--- config.mk ---
export PLATFORM = sky130hd
export DESIGN_NAME = mem_access_ctrl_flat
export DESIGN_NICKNAME = d
export VERILOG_FILES = /design/src/rtl/mem_access_ctrl_if.sv /design/src/rtl/mem_access_ctrl.sv /design/src/flat_wrapper.sv
export SDC_FILE = /design/constraint.sdc
export NUM_CORES = 1
export LEC_CHECK = 0
export ABC_AREA = 0
export BUFFER_PORTS_ARGS = -buffer_cell sky130_fd_sc_hd__buf_2
export CAP_MARGIN = 25
export CORE_MARGIN = 1
export CORE_UTILIZATION = 45
export CTS_CLUSTER_SIZE = 8
export DETAILED_ROUTE_END_ITERATION = 7
export PLACE_DENSITY = 0.76
export SLEW_MARGIN = 20
export SYNTH_ARGS = -nofsm -noshare
export SYNTH_HDL_FRONTEND = slang
export SYNTH_SLANG_ARGS = --single-unit
--- constraint.sdc ---
create_clock -name clk -period 1.7 [get_ports clk]
set_input_delay 0.34 -clock clk [delete_from_list [all_inputs] [get_ports clk]]
set_output_delay 0.34 -clock clk [all_outputs]
set_load 0.01 [all_outputs]
--- src/rtl/mem_access_ctrl_if.sv ---
// Request/response handshake between a requester and the memory access controller.
// The requester drives the master side; the controller uses the slave side.
interface mem_access_ctrl_if;
    logic        req_valid;
    logic        req_ready;
    logic        req_we;
    logic [15:0] req_addr;
    logic [15:0] req_wdata;
    logic        rsp_valid;
    logic        rsp_ready;
    logic [15:0] rsp_rdata;
    logic        rsp_err;

    modport master (
        output req_valid, req_we, req_addr, req_wdata, rsp_ready,
        input  req_ready, rsp_valid, rsp_rdata, rsp_err
    );

    modport slave (
        input  req_valid, req_we, req_addr, req_wdata, rsp_ready,
        output req_ready, rsp_valid, rsp_rdata, rsp_err
    );
endinterface

--- src/rtl/mem_access_ctrl.sv ---
// Sequences one memory transaction at a time through MAR/MDR device strobes,
// with a WAIT-state timeout that turns a stuck device into an error response.
module mem_access_ctrl #(
    parameter int TIMEOUT_CYC = 16
) (
    input  logic               clk,
    input  logic               rst,
    mem_access_ctrl_if.slave   bus,
    output logic [15:0]        bus_out,
    output logic               ld_mar,
    output logic               ld_mdr,
    output logic               mio_en,
    output logic               r_w,
    output logic               gate_mdr_en,
    input  logic [15:0]        mdr_in,
    input  logic               mem_ready
);

    typedef enum logic [2:0] {
        IDLE,
        MAR,
        MDR_W,
        ACCESS,
        WAIT,
        GATE,
        RESP
    } state_t;

    localparam logic [7:0] WAIT_LAST = 8'(TIMEOUT_CYC - 1);

    state_t      state;
    state_t      next_state;
    logic [15:0] addr_q;
    logic [15:0] wdata_q;
    logic        we_q;
    logic [7:0]  wait_cnt;
    logic [15:0] rdata_q;
    logic        err_q;
    logic        accept;
    logic        timed_out;

    assign accept    = (state == IDLE) && bus.req_valid;
    assign timed_out = (state == WAIT) && !mem_ready && (wait_cnt == WAIT_LAST);

    always_ff @(posedge clk or posedge rst) begin
        if (rst) begin
            state <= IDLE;
        end else begin
            state <= next_state;
        end
    end

    // Request latch, wait counter and response registers
    always_ff @(posedge clk or posedge rst) begin
        if (rst) begin
            addr_q   <= '0;
            wdata_q  <= '0;
            we_q     <= 1'b0;
            wait_cnt <= '0;
            rdata_q  <= '0;
            err_q    <= 1'b0;
        end else begin
            if (accept) begin
                addr_q  <= bus.req_addr;
                wdata_q <= bus.req_wdata;
                we_q    <= bus.req_we;
            end

            if (state == ACCESS) begin
                wait_cnt <= '0;
            end else if (state == WAIT && !mem_ready && wait_cnt != 8'hFF) begin
                wait_cnt <= wait_cnt + 8'd1;
            end

            if (state == WAIT) begin
                if (mem_ready) begin
                    if (we_q) begin
                        rdata_q <= '0;
                        err_q   <= 1'b0;
                    end
                end else if (timed_out) begin
                    rdata_q <= '0;
                    err_q   <= 1'b1;
                end
            end

            if (state == GATE) begin
                rdata_q <= mdr_in;
                err_q   <= 1'b0;
            end
        end
    end

    // Next state and Moore-decoded strobes
    always_comb begin
        next_state    = state;
        bus.req_ready = 1'b0;
        bus.rsp_valid = 1'b0;
        bus_out       = '0;
        ld_mar        = 1'b0;
        ld_mdr        = 1'b0;
        mio_en        = 1'b0;
        r_w           = 1'b0;
        gate_mdr_en   = 1'b0;

        case (state)
            IDLE: begin
                bus.req_ready = 1'b1;
                if (bus.req_valid) begin
                    next_state = MAR;
                end
            end
            MAR: begin
                ld_mar     = 1'b1;
                bus_out    = addr_q;
                next_state = we_q ? MDR_W : ACCESS;
            end
            MDR_W: begin
                ld_mdr     = 1'b1;
                bus_out    = wdata_q;
                next_state = ACCESS;
            end
            ACCESS: begin
                mio_en     = 1'b1;
                r_w        = we_q;
                ld_mdr     = ~we_q;
                next_state = WAIT;
            end
            WAIT: begin
                if (mem_ready) begin
                    next_state = we_q ? RESP : GATE;
                end else if (timed_out) begin
                    next_state = RESP;
                end
            end
            GATE: begin
                gate_mdr_en = 1'b1;
                next_state  = RESP;
            end
            RESP: begin
                bus.rsp_valid = 1'b1;
                if (bus.rsp_ready) begin
                    next_state = IDLE;
                end
            end
            default: begin
                next_state = IDLE;
            end
        endcase
    end

    assign bus.rsp_rdata = rdata_q;
    assign bus.rsp_err   = err_q;

endmodule

--- src/flat_wrapper.sv ---
// flat-port wrapper written by rule: the top's interface ports become plain ports
module mem_access_ctrl_flat 
#(
    parameter int TIMEOUT_CYC = 16
)
  (clk, rst, bus_out, ld_mar, ld_mdr, mio_en, r_w, gate_mdr_en, mdr_in, mem_ready, bus_req_valid, bus_req_we, bus_req_addr, bus_req_wdata, bus_rsp_ready, bus_req_ready, bus_rsp_valid, bus_rsp_rdata, bus_rsp_err);
  mem_access_ctrl_if bus_i ();
  input  logic clk;
  input  logic rst;
  output logic [15:0] bus_out;
  output logic ld_mar;
  output logic ld_mdr;
  output logic mio_en;
  output logic r_w;
  output logic gate_mdr_en;
  input  logic [15:0] mdr_in;
  input  logic mem_ready;
  input wire logic [$bits(bus_i.req_valid)-1:0] bus_req_valid;
  input wire logic [$bits(bus_i.req_we)-1:0] bus_req_we;
  input wire logic [$bits(bus_i.req_addr)-1:0] bus_req_addr;
  input wire logic [$bits(bus_i.req_wdata)-1:0] bus_req_wdata;
  input wire logic [$bits(bus_i.rsp_ready)-1:0] bus_rsp_ready;
  output wire logic [$bits(bus_i.req_ready)-1:0] bus_req_ready;
  output wire logic [$bits(bus_i.rsp_valid)-1:0] bus_rsp_valid;
  output wire logic [$bits(bus_i.rsp_rdata)-1:0] bus_rsp_rdata;
  output wire logic [$bits(bus_i.rsp_err)-1:0] bus_rsp_err;
  assign bus_i.req_valid = bus_req_valid;
  assign bus_i.req_we = bus_req_we;
  assign bus_i.req_addr = bus_req_addr;
  assign bus_i.req_wdata = bus_req_wdata;
  assign bus_i.rsp_ready = bus_rsp_ready;
  assign bus_req_ready = bus_i.req_ready;
  assign bus_rsp_valid = bus_i.rsp_valid;
  assign bus_rsp_rdata = bus_i.rsp_rdata;
  assign bus_rsp_err = bus_i.rsp_err;
  mem_access_ctrl #(.TIMEOUT_CYC(TIMEOUT_CYC)) u_core (.clk(clk), .rst(rst), .bus(bus_i), .bus_out(bus_out), .ld_mar(ld_mar), .ld_mdr(ld_mdr), .mio_en(mio_en), .r_w(r_w), .gate_mdr_en(gate_mdr_en), .mdr_in(mdr_in), .mem_ready(mem_ready));
endmodule
* Word-level counts from Yosys, hierarchy flattened
Cells that the tools add are included.
W data, S select, Z words.
** Storage, ports and cells
- Register bits after elaboration :: 61
- Latch bits :: 0
- RAM bits :: 0
- ROM bits :: 0
- Input port bits :: 54
- Output and inout port bits :: 40
- Memories kept :: 0
** Operators by class
- Add/subtract/negate cells :: 1
- Multiply operators :: 0
- Div/mod/pow operators :: 0
- Magnitude comparators :: 0
- Equality and inequality tests :: 12
- Shift operators :: 0
- Muxes and demuxes :: 27
- Bitwise operators :: 1
- Reductions and logical operators :: 11
** Operators by type and width (count)
- $mux W16 :: 5
- $pmux W16 S2 :: 1
- $pmux W3 S7 :: 1
- $mux W8 :: 2
- $mux W1 :: 12
- $mux W3 :: 4
- $eq A3 B3 Y1 const B :: 3
- $add A8 B1 Y8 const B :: 1
- $eq A8 B4 Y1 const B :: 1
- $ne A8 B8 Y1 const B :: 1
- $eq A3 B2 Y1 const B :: 2
- $reduce_and A3 Y1 :: 2
- $logic_and A1 B1 Y1 :: 4
- $ne A2 B2 Y1 const B :: 2
- $reduce_bool A2 Y1 :: 2
- $eq A3 B1 Y1 const B :: 1
- $logic_not A3 Y1 :: 1
- $ne A3 B1 Y1 const B :: 1
- $ne A3 B2 Y1 const B :: 1
- $reduce_bool A3 Y1 :: 1
- $mux W2 :: 1
- $pmux W1 S2 :: 1
- $logic_not A1 Y1 :: 1
- $not A1 Y1 :: 1

* Longest topological paths before layout
Gate-level depths: netlist of run 1.
- Depth in word-level cells :: 7
- Gate-level depth with buffers :: 7
- Depth with buffers taken out :: 5

* Worst setup path before layout of run 1
Ideal clock, no wire load.
- Path type :: register to output
- Start :: reg u_core.state[1]
- End :: out bus_out[0]
- Arrival time :: 1.555 ns
- Required time :: 1.360 ns
- Slack :: -0.195 ns
- Stages on the path, launching flop included :: 5
- Buffers on the path :: 2
- Path through :: dfrtp_1 -> clkbuf_1 -> nor3_2 -> clkbuf_1 -> a22o_1
** Between the ends
- Cells in the longest elaborated chain, start to end :: 2
- Elaborated cells on any way between the ends :: 3
** Ends and longest elaborated chain
- from (decl) :: line mem_access_ctrl.sv:31 : state_t state;
- from (signal assigned) :: line mem_access_ctrl.sv:49 : state <= next_state;
- $eq A3 B2 Y1 / $eq A3 B1 Y1 (equally long branches) :: line mem_access_ctrl.sv:106 : case (state)
- $pmux W16 S2 * :: line mem_access_ctrl.sv:106
- to (decl) :: line flat_wrapper.sv:10 : output logic [15:0] bus_out;
Mark *: on every way between the ends. The rest lies on a longest branch, timed or not.

* Worst setup path in the final report of run 1
- Start :: reg u_core.state[1]
- End :: out bus_out[10]
Same word-level chain as after synthesis.

==> run summary, run 1 <==
Antenna Violating Nets Remaining -> 0
CTS tree -> built
Initial Util -> 0.468
Final Skew -> 0.0137 ns
core box area -> 0.00592 mm^2
Tcrit/Tclk final -> 1.12
Final Worst Setup Slack -> -0.208 ns
Iteration-0 DRC Markers -> 101
global-route wire length before repair -> 10400 um
CP Class -> flip-flop to output pin
initial antenna violation count -> 0
Place WS -> 0.0214 ns
Lkg Pwr -> 2.04 nW
vias in the first global route -> 2314
total CTS buffers -> 9
Hold Fails Final Rpt -> 0
Post-synth EDFFs -> 0
Pwr Density -> 1820 mW/mm^2
RSZ-0062 raised after global routing -> yes
total negative setup slack -> -3.24 ns
Post-Syn Nets -> 303
fmax -> 524 MHz
share of cells above drive strength 1 -> 0.524
drc violations -> 0
Unique masters post-synth -> 38
slew margin rel. -> 0.671
outcome -> finished, violations left
crit path DAT -> 1.57 ns
critical path capture point type -> output pin
# H-tree levels -> 3
setup slack, reg-to-reg -> 0 ns
Mapped Cells -> 248
DR pass1 iterations -> 4
num ports -> 94
Die Y -> 80.5 um
drt total wl -> 7420 um
Clock Tree Buf Depth -> 2
largest net degree at the start of global routing -> 34
Final setup viols -> 21
Synth Warn # -> 0
Least-Margin Pin Slew -> 0.492 ns
DP HPWL -> 4440 um
Final #Nets -> 432
via count -> 2396
clock slew at reported path FFs -> 0.08 ns
main flop type after synthesis -> dfrtp_1
WP data required -> 1.36 ns
violated checks -> setup timing
area delta synth->final -> 48.1%
Max VDD drop -> 976 uV
Worst-Skew Late Latency -> 0.33 ns
Via density -> 5.24
antenna cells -> 0
crit start category -> flip-flop
Tmin final -> 1.91 ns
per-cell routed wire length -> 16.2 um
die width -> 80.5 um
GRT overflow -> 0
Slew Limit Fails -> 0
DIE AREA -> 0.00647 mm^2
CTS sink cnt -> 61
most frequent cells in the layout -> buf_2 (89), dfrtp_1 (58), nand2_1 (43)
Final Wtd Congestion -> 0.820
synthesized flop and latch total -> 61
syn_area_per_cell -> 11.2 um^2
Mapped Area -> 0.00277 mm^2
GR Util All Layers -> 0.213
port bufs -> 93
Crit Path Max Fanout -> 16
maxcap violations -> 0
hold-fix buffers at CTS -> 0
# rows -> 28
most common cell after layout, fill and taps aside -> buf_2
HP Class -> input pin to async pin
Clock Tree Root -> clkbuf_8
sequential share of the synthesized area -> 0.551
Async SR Flop Fraction -> 1.00
[critical path: stages (launching register included)]
cell and delay (ns):
dfrtp_2 0.43, buf_4 0.15, nand2b_4 0.08, nor2_4 0.05, buf_12 0.14, a22o_1 0.24, buf_2 0.14
[state kept, by name, indices dropped and copies added, names as in the netlist]
register              flops
u_core.addr_q            16
u_core.bus.rsp_err        1
u_core.bus.rsp_rdata     16
u_core.state              3
u_core.wait_cnt           8
u_core.wdata_q           16
u_core.we_q               1
[Yosys cell counts, types with 3 or more instances]
cell,count,area [um^2]
a22o_1,16,140
and2_1,3,18.8
inv_1,3,11.3
mux2_2,33,372
nand3_1,8,40.0
dfrtp_1,61,1530
nand2_1,43,161
clkbuf_1,4,15.0
nor2_1,6,22.5
buf_2,8,40.0
and3_1,3,18.8
a21oi_1,21,105
o21ai_0,6,30.0
[metal layers]
layer,up-vias,GRT usage,part of all wire
met5,-,0,0
li1,1145,-,-
met3,12,0.0307,0.033
met2,73,0.360,0.51
met4,0,0.0929,0.016
met1,1166,0.270,0.44
[logic make-up (layout without fill, tap and decap cells)]
group | count (synthesis) | in the layout | synth area share
flops | 61 | 61 | 0.551
compound gates | 53 | 53 | 0.130
fa+ha+maj | 1 | 1 | 0.00452
xor+xnor | 2 | 2 | 0.00632
mux | 33 | 33 | 0.134
buf+inv | 17 | 151 | 0.0294
simple gates | 81 | 81 | 0.145
[timing repair]
item | CTS | global route
gates cloned | 1 | 4
endpoints found under the setup margin | 20 | 58
setup buffers | 9 | 5
resized for setup | 21 | 46
pin swaps | 1 | 11
[through the flow]
stage	utilization	area [um^2]	instances	total power [mW]	hold WS (ns)
final	0.693	4100	457	7.46	0.0334
after global routing	0.693	4100	457	7.91	0.0439
after CTS	0.652	3860	451	6.93	0.0290
after detailed placement	0.592	3510	425	5.34	0.391
after global placement	0.592	3510	425	5.22	0.381
after floorplan	-	2790	248	4.23	0.452
[final timing paths]
path	startpoint	to	cells after the start
max	u_core.state[1]	bus_out[10]	6
min	rst	u_core.addr_q[10]	2
max reg2reg	u_core.state[0]	u_core.wdata_q[13]	5
min reg2reg	u_core.addr_q[13]	u_core.addr_q[13]	1
max in group asynchronous	rst	u_core.addr_q[8]	3
min in group clk	mdr_in[8]	u_core.bus.rsp_rdata[8]	3
[final cells by class]
| type | count | area, um^2 |
|---|---|---|
| multi-input cells | 170 | 1350 |
| inverters | 4 | 20.0 |
| clock buffers | 11 | 151 |
| well taps | 75 | 93.8 |
| clock inverters | 5 | 35.0 |
| fillers | 440 | 1820 |
| repair buffers | 131 | 925 |
| flip-flops and latches | 61 | 1530 |
[power by group]
part           switching [mW]  total, mW  internal, mW
clock                   0.577       1.19         0.608
combinational            1.61       3.74          2.13
sequential              0.426       2.53          2.11
total                    2.62       7.46          4.84
Note: power is estimated with default switching activity, not from simulation.
==> inputs of run 2 (changes only) <==
--- a/config.mk
+++ b/config.mk
@@ -12,6 +12,7 @@
 export CORE_UTILIZATION = 45
 export CTS_CLUSTER_SIZE = 8
 export DETAILED_ROUTE_END_ITERATION = 7
+export MAX_ROUTING_LAYER = met4
 export PLACE_DENSITY = 0.76
 export SLEW_MARGIN = 20
 export SYNTH_ARGS = -nofsm -noshare
==> run 2 against run 1 <==
  * The run still ends with setup timing left
  * Via count shrank 0.96%
  * Final area stayed put
  * Register-to-register slack is essentially flat
  * Utilization unchanged
  * First-iteration DRC count is 56% higher
  * Total power is 0.21% lower
  * Global-route usage rose by 0.66 points
  * Non-clock buffer count stayed put
  * Clock-buffer cell count is the same
  * Largest power group unchanged
  * Combinational power about the same
  * Highest routed layer unchanged
==> run summary, run 2 (same netlist as run 1, synthesis figures left out) <==
Non-Filler Instances -> 457 (unchanged)
Clock Tree Buf Depth -> 2 (unchanged)
Lkg Pwr -> 2.04 nW (unchanged)
Post-Layout Inst Area -> 0.00410 mm^2 (unchanged)
multi-input logic area -> 0.00135 mm^2 (unchanged)
Slew Limit Fails -> 0 (unchanged)
global-route wire length before repair -> 10500 um (+0.40%)
GRT overflow -> 0 (unchanged)
Pwr Density -> 1810 mW/mm^2 (-0.21%)
crit start category -> flip-flop
vias in the first global route -> 2310 (-0.17%)
violated checks -> setup timing
port bufs -> 93 (unchanged)
met3 Use GR -> 0.0307 (unchanged)
Place WS -> 0.0214 ns (unchanged)
Tcrit/Tclk final -> 1.12 (about the same)
CP Cell Sequence -> buf_4 > nand2b_4 > nor2_4 > buf_12 > a22o_1 > buf_2
crit path DAT -> 1.57 ns (about the same)
fmax -> 524 MHz (about the same)
Final setup viols -> 20 (-4.8%)
grt peak-use layer -> met2
most frequent cells in the layout -> buf_2 (89), dfrtp_1 (58), nand2_1 (43)
DIE AREA -> 0.00647 mm^2 (unchanged)
core box area -> 0.00592 mm^2 (unchanged)
Reg area -> 0.00153 mm^2 (unchanged)
DP HPWL -> 4440 um (unchanged)
HP Class -> input pin to async pin
Final Worst Setup Slack -> -0.209 ns (-0.000694 ns)
# H-tree levels -> 3 (unchanged)
via count -> 2373 (-0.96%)
final core occ -> 0.693 (unchanged)
Hold WS -> 0.0297 ns (-0.00374 ns)
dpl cell area -> 0.00351 mm^2 (unchanged)
num ports -> 94 (unchanged)
Final #Nets -> 432 (unchanged)
CTS tree -> built
largest net degree at the start of global routing -> 34 (unchanged)
clock slew at reported path FFs -> 0.08 ns (about the same)
CP Class -> flip-flop to output pin
antenna cells -> 0 (unchanged)
Worst-Skew Late Latency -> 0.33 ns (about the same)
slowest stage delay, CP -> 0.43 ns (about the same)
Tmin final -> 1.91 ns (+0.000694 ns)
drc violations -> 0 (unchanged)
RSZ-0062 raised after global routing -> yes
GR Util All Layers -> 0.220 (+0.00664)
critical path capture point type -> output pin
per-cell routed wire length -> 16.0 um (-1.5%)
Initial Util -> 0.468 (unchanged)
slew margin rel. -> 0.672 (about the same)
met2 usage -> 0.359 (-0.000847)
Iteration-0 DRC Markers -> 158 (+56%)
buffers plus inverters on the worst setup path -> 3 (unchanged)
total placed cells including tap cells -> 425 (unchanged)
share of cells above drive strength 1 -> 0.524 (unchanged)
fill cell count -> 441 (+0.23%)
WP data required -> 1.36 ns (about the same)
Reg2Reg Depth -> 5 (unchanged)
Least-Margin Pin Slew -> 0.492 ns (-0.000187 ns)
Clock Tree Root -> clkbuf_8
Crit Path Max Fanout -> 16 (unchanged)
DR pass1 iterations -> 4 (unchanged)
die width -> 80.5 um (unchanged)
CTS sink cnt -> 61 (unchanged)
most common cell after layout, fill and taps aside -> buf_2
total negative setup slack -> -3.38 ns (-0.137 ns)
initial antenna violation count -> 0 (unchanged)
slowest CP cell -> dfrtp_2
hold-fix buffers at CTS -> 0 (unchanged)
met1 Track Usage GR -> 0.273 (+0.00294)
Via density -> 5.19 (-0.96%)
total CTS buffers -> 9 (unchanged)
# rows -> 28 (unchanged)
maxcap violations -> 0 (unchanged)
area delta synth->final -> 48.1% (unchanged)
Die Y -> 80.5 um (unchanged)
outcome -> finished, violations left
CP delay by family, top -> buffers and inverters
Final Skew -> 0.0130 ns (-0.000738 ns)
Antenna Violating Nets Remaining -> 0 (unchanged)
drt total wl -> 7310 um (-1.5%)
critical path depth in cells -> 6 (unchanged)
Max VDD drop -> 950 uV (-2.6%)
Hold Fails Final Rpt -> 0 (unchanged)
Final Wtd Congestion -> 0.832 (+1.5%)
Total Power -> 7.44 mW (-0.21%)
[run 2: cell counts in the layout (fill, tap and decap cells not counted)]
No cell type changed its count.
[run 2: final cells by class]
class | count | area share
Sequential cell | 61 | 0.373
Clock inverter | 5 | 0.00854
Clock buffer | 11 | 0.0369
Inverter | 4 | 0.00488
Tap cell | 75 | 0.0229
Timing Repair Buffer | 131 | 0.225
Multi-Input combinational cell | 170 | 0.329
[run 2: worst register-to-register path: stages (launching register included)]
cell and delay [ns]:
dfrtp_2 0.45, buf_6 0.15, nor3_4 0.21, and2_4 0.27, clkbuf_16 0.20, mux2_4 0.31
[run 2: timing repair]
item | in CTS | in global routing
resized for setup | 21 | 46
pin swaps | 1 | 11
cloned | 1 | 4
setup endpoints to repair | 20 | 58
buffers inserted | 9 | 5
[run 2: report_power, final]
| part | switching (mW) | internal (mW) |
|---|---|---|
| clock network | 0.578 | 0.608 |
| registers | 0.423 | 2.11 |
| logic | 1.60 | 2.13 |
| total | 2.60 | 4.84 |
[run 2: routing by layer]
layer	routed length, um	vias up	share of wire
met4	114	0	0.016
met1	3220	1154	0.44
met3	232	11	0.032
li1	-	1142	-
met2	3740	66	0.51
met5	0	-	0
[run 2: worst paths after layout]
check	end	slack, ns	from
setup reg to reg	u_core.wdata_q[13]	0	u_core.state[0]
min in group clk	u_core.bus.rsp_rdata[8]	0.23	mdr_in[8]
hold / removal	u_core.addr_q[10]	0.03	rst
hold reg to reg	u_core.addr_q[13]	0.51	u_core.addr_q[13]
max in group asynchronous	u_core.addr_q[8]	1.09	rst
setup / recovery	bus_out[14]	-0.21	u_core.state[1]
==> inputs of run 3 (changes only) <==
--- a/config.mk
+++ b/config.mk
@@ -13,7 +13,7 @@
 export CTS_CLUSTER_SIZE = 8
 export DETAILED_ROUTE_END_ITERATION = 7
 export MAX_ROUTING_LAYER = met4
-export PLACE_DENSITY = 0.76
+export PLACE_DENSITY = 0.84
 export SLEW_MARGIN = 20
 export SYNTH_ARGS = -nofsm -noshare
 export SYNTH_HDL_FRONTEND = slang
==> run 3 against run 2 <==
  * The flow still finishes with violations (setup timing)
  * Global-route usage barely moved
  * Non-clock buffer count down 4
  * Clock power grew 11%
  * Maximum frequency rose by 0.38%
  * Cell count is 0.88% lower
  * Utilization fell by 3.3 points
  * First-iteration DRC count fell by 57%
  * Final area shrank 4.8%
  * Sequential cell count stayed put
  * Clock-buffer cell count did not move
  * Critical endpoint is now bus_out[9]
  * Largest power group unchanged
  * Highest routed layer unchanged
==> run summary, run 3 (same netlist as run 1, synthesis figures left out) <==
outcome -> finished, violations left
violated checks -> setup timing
num ports -> 94 (unchanged)
Total Power -> 7.00 mW (-5.9%)
die width -> 80.5 um (unchanged)
clock slew at reported path FFs -> 0.07 ns (about the same)
DIE AREA -> 0.00647 mm^2 (unchanged)
# H-tree levels -> 3 (unchanged)
global-route wire length before repair -> 10400 um (-1.3%)
WP data required -> 1.36 ns (about the same)
Final Wtd Congestion -> 0.838 (+0.75%)
Final #Nets -> 428 (-0.93%)
Clock Tree Buf Depth -> 2 (unchanged)
drc violations -> 0 (unchanged)
hold-fix buffers at CTS -> 0 (unchanged)
per-cell routed wire length -> 14.7 um (-8.2%)
Final Skew -> 0.00971 ns (-0.00326 ns)
Clock Tree Root -> clkbuf_8
CTS sink cnt -> 61 (unchanged)
CTS tree -> built
Worst-Skew Late Latency -> 0.33 ns (about the same)
crit path DAT -> 1.56 ns (about the same)
Least-Margin Pin Slew -> 0.507 ns (+0.0156 ns)
final core occ -> 0.660 (-0.0334)
GR Util All Layers -> 0.220 (+0.000362)
total CTS buffers -> 9 (unchanged)
drt total wl -> 6650 um (-9.0%)
Crit Path Max Fanout -> 16 (unchanged)
port bufs -> 93 (unchanged)
DP HPWL -> 4440 um (+0.15%)
# rows -> 28 (unchanged)
most frequent cells in the layout -> buf_2 (90), dfrtp_1 (59), nand2_1 (43)
Die Y -> 80.5 um (unchanged)
Tcrit/Tclk final -> 1.12 (-0.00424)
Pwr Density -> 1790 mW/mm^2 (-1.1%)
Slew Limit Fails -> 0 (unchanged)
DR pass1 iterations -> 4 (unchanged)
Place WS -> 0.0314 ns (+0.0101 ns)
Via density -> 5.28 (+1.7%)
Final Worst Setup Slack -> -0.202 ns (+0.00720 ns)
crit start category -> flip-flop
fmax -> 526 MHz (+0.38%)
largest net degree at the start of global routing -> 34 (unchanged)
Hold Fails Final Rpt -> 0 (unchanged)
HP Class -> input pin to async pin
initial antenna violation count -> 0 (unchanged)
Max VDD drop -> 949 uV (-0.15%)
Initial Util -> 0.468 (unchanged)
critical path capture point type -> output pin
Final setup viols -> 20 (unchanged)
Iteration-0 DRC Markers -> 68 (-57%)
maxcap violations -> 0 (unchanged)
most common cell after layout, fill and taps aside -> buf_2
Tmin final -> 1.90 ns (-0.00720 ns)
slew margin rel. -> 0.661 (-0.0104)
share of cells above drive strength 1 -> 0.511 (-0.0130)
RSZ-0062 raised after global routing -> yes
core box area -> 0.00592 mm^2 (unchanged)
vias in the first global route -> 2272 (-1.6%)
Lkg Pwr -> 1.90 nW (-6.7%)
Hold WS -> 0.0371 ns (+0.00747 ns)
Antenna Violating Nets Remaining -> 0 (unchanged)
Reg area -> 0.00153 mm^2 (about the same)
fill cell count -> 471 (+6.8%)
area delta synth->final -> 41.0%
GRT overflow -> 0 (unchanged)
CP Class -> flip-flop to output pin
antenna cells -> 0 (unchanged)
multi-input logic area -> 0.00120 mm^2 (-11%)
via count -> 2393 (+0.84%)
-- run 3: changes by cell type in the layout (fill, tap and decap cells not counted), sizes merged --
cell,previous run,this run
bufinv,0,1
clkbuf,14,12
clkinvlp,2,3
clkinv,5,3
buf,128,126
-- run 3: critical path, stage by stage, from the launching register on --
cell	delay (ns)
dfrtp_2	0.44
buf_4	0.15
nand2b_4	0.07
nor2_2	0.05
buf_12	0.14
a22o_1	0.23
buf_2	0.14
-- run 3: metal layers --
layer,up-vias,part of all wire,track usage
met4,0,0.023,0.125
met2,74,0.52,0.346
li1,1140,-,-
met5,-,0,-
met1,1166,0.42,0.270
met3,13,0.041,0.0352
-- run 3: area by class of cell --
class	count	share of cell area
flip-flops and latches	61	0.391
multi-input cells	170	0.308
repair buffers	127	0.217
clock buffers	11	0.0388
well taps	75	0.0240
clock inverters	5	0.0151
inverters	4	0.00577
-- run 3: per-stage QoR --
step / cells / cell area (um^2) / TNS (ns)
final: 453 / 3910 / -3.23
after CTS: 447 / 3830 / -4.06
after detailed placement: 423 / 3500 / 0
after floorplan: 248 / 2790 / -0.181
after global placement: 423 / 3500 / 0
after global routing: 453 / 3910 / -4.22
-- run 3: power breakdown --
part	total, mW	switching (mW)	internal [mW]
Clock	1.32	0.562	0.756
Sequential	2.49	0.383	2.11
Combinational	3.20	1.47	1.73
Total	7.00	2.41	4.59
-- run 3: path summary, 6_finish.rpt --
path                            depth (start not counted)  slack, ns                  endpoint          startpoint
worst max-delay path                                    6      -0.20                bus_out[9]     u_core.state[1]
worst min-delay path                                    2       0.04   u_core.bus.rsp_rdata[7]                 rst
worst max register to register                          6       0.03        u_core.wait_cnt[7]  u_core.wait_cnt[1]
worst min register to register                          1       0.51          u_core.addr_q[4]    u_core.addr_q[4]
max in group asynchronous                               3       1.18           u_core.state[0]                 rst
min in group clk                                        3       0.23  u_core.bus.rsp_rdata[12]          mdr_in[12]
-- run 3: timing repair --
item	CTS	global route
buffers inserted	7	7
pin swaps	1	6
resized for setup	13	12
gates cloned	1	1
endpoints found under the setup margin	21	59
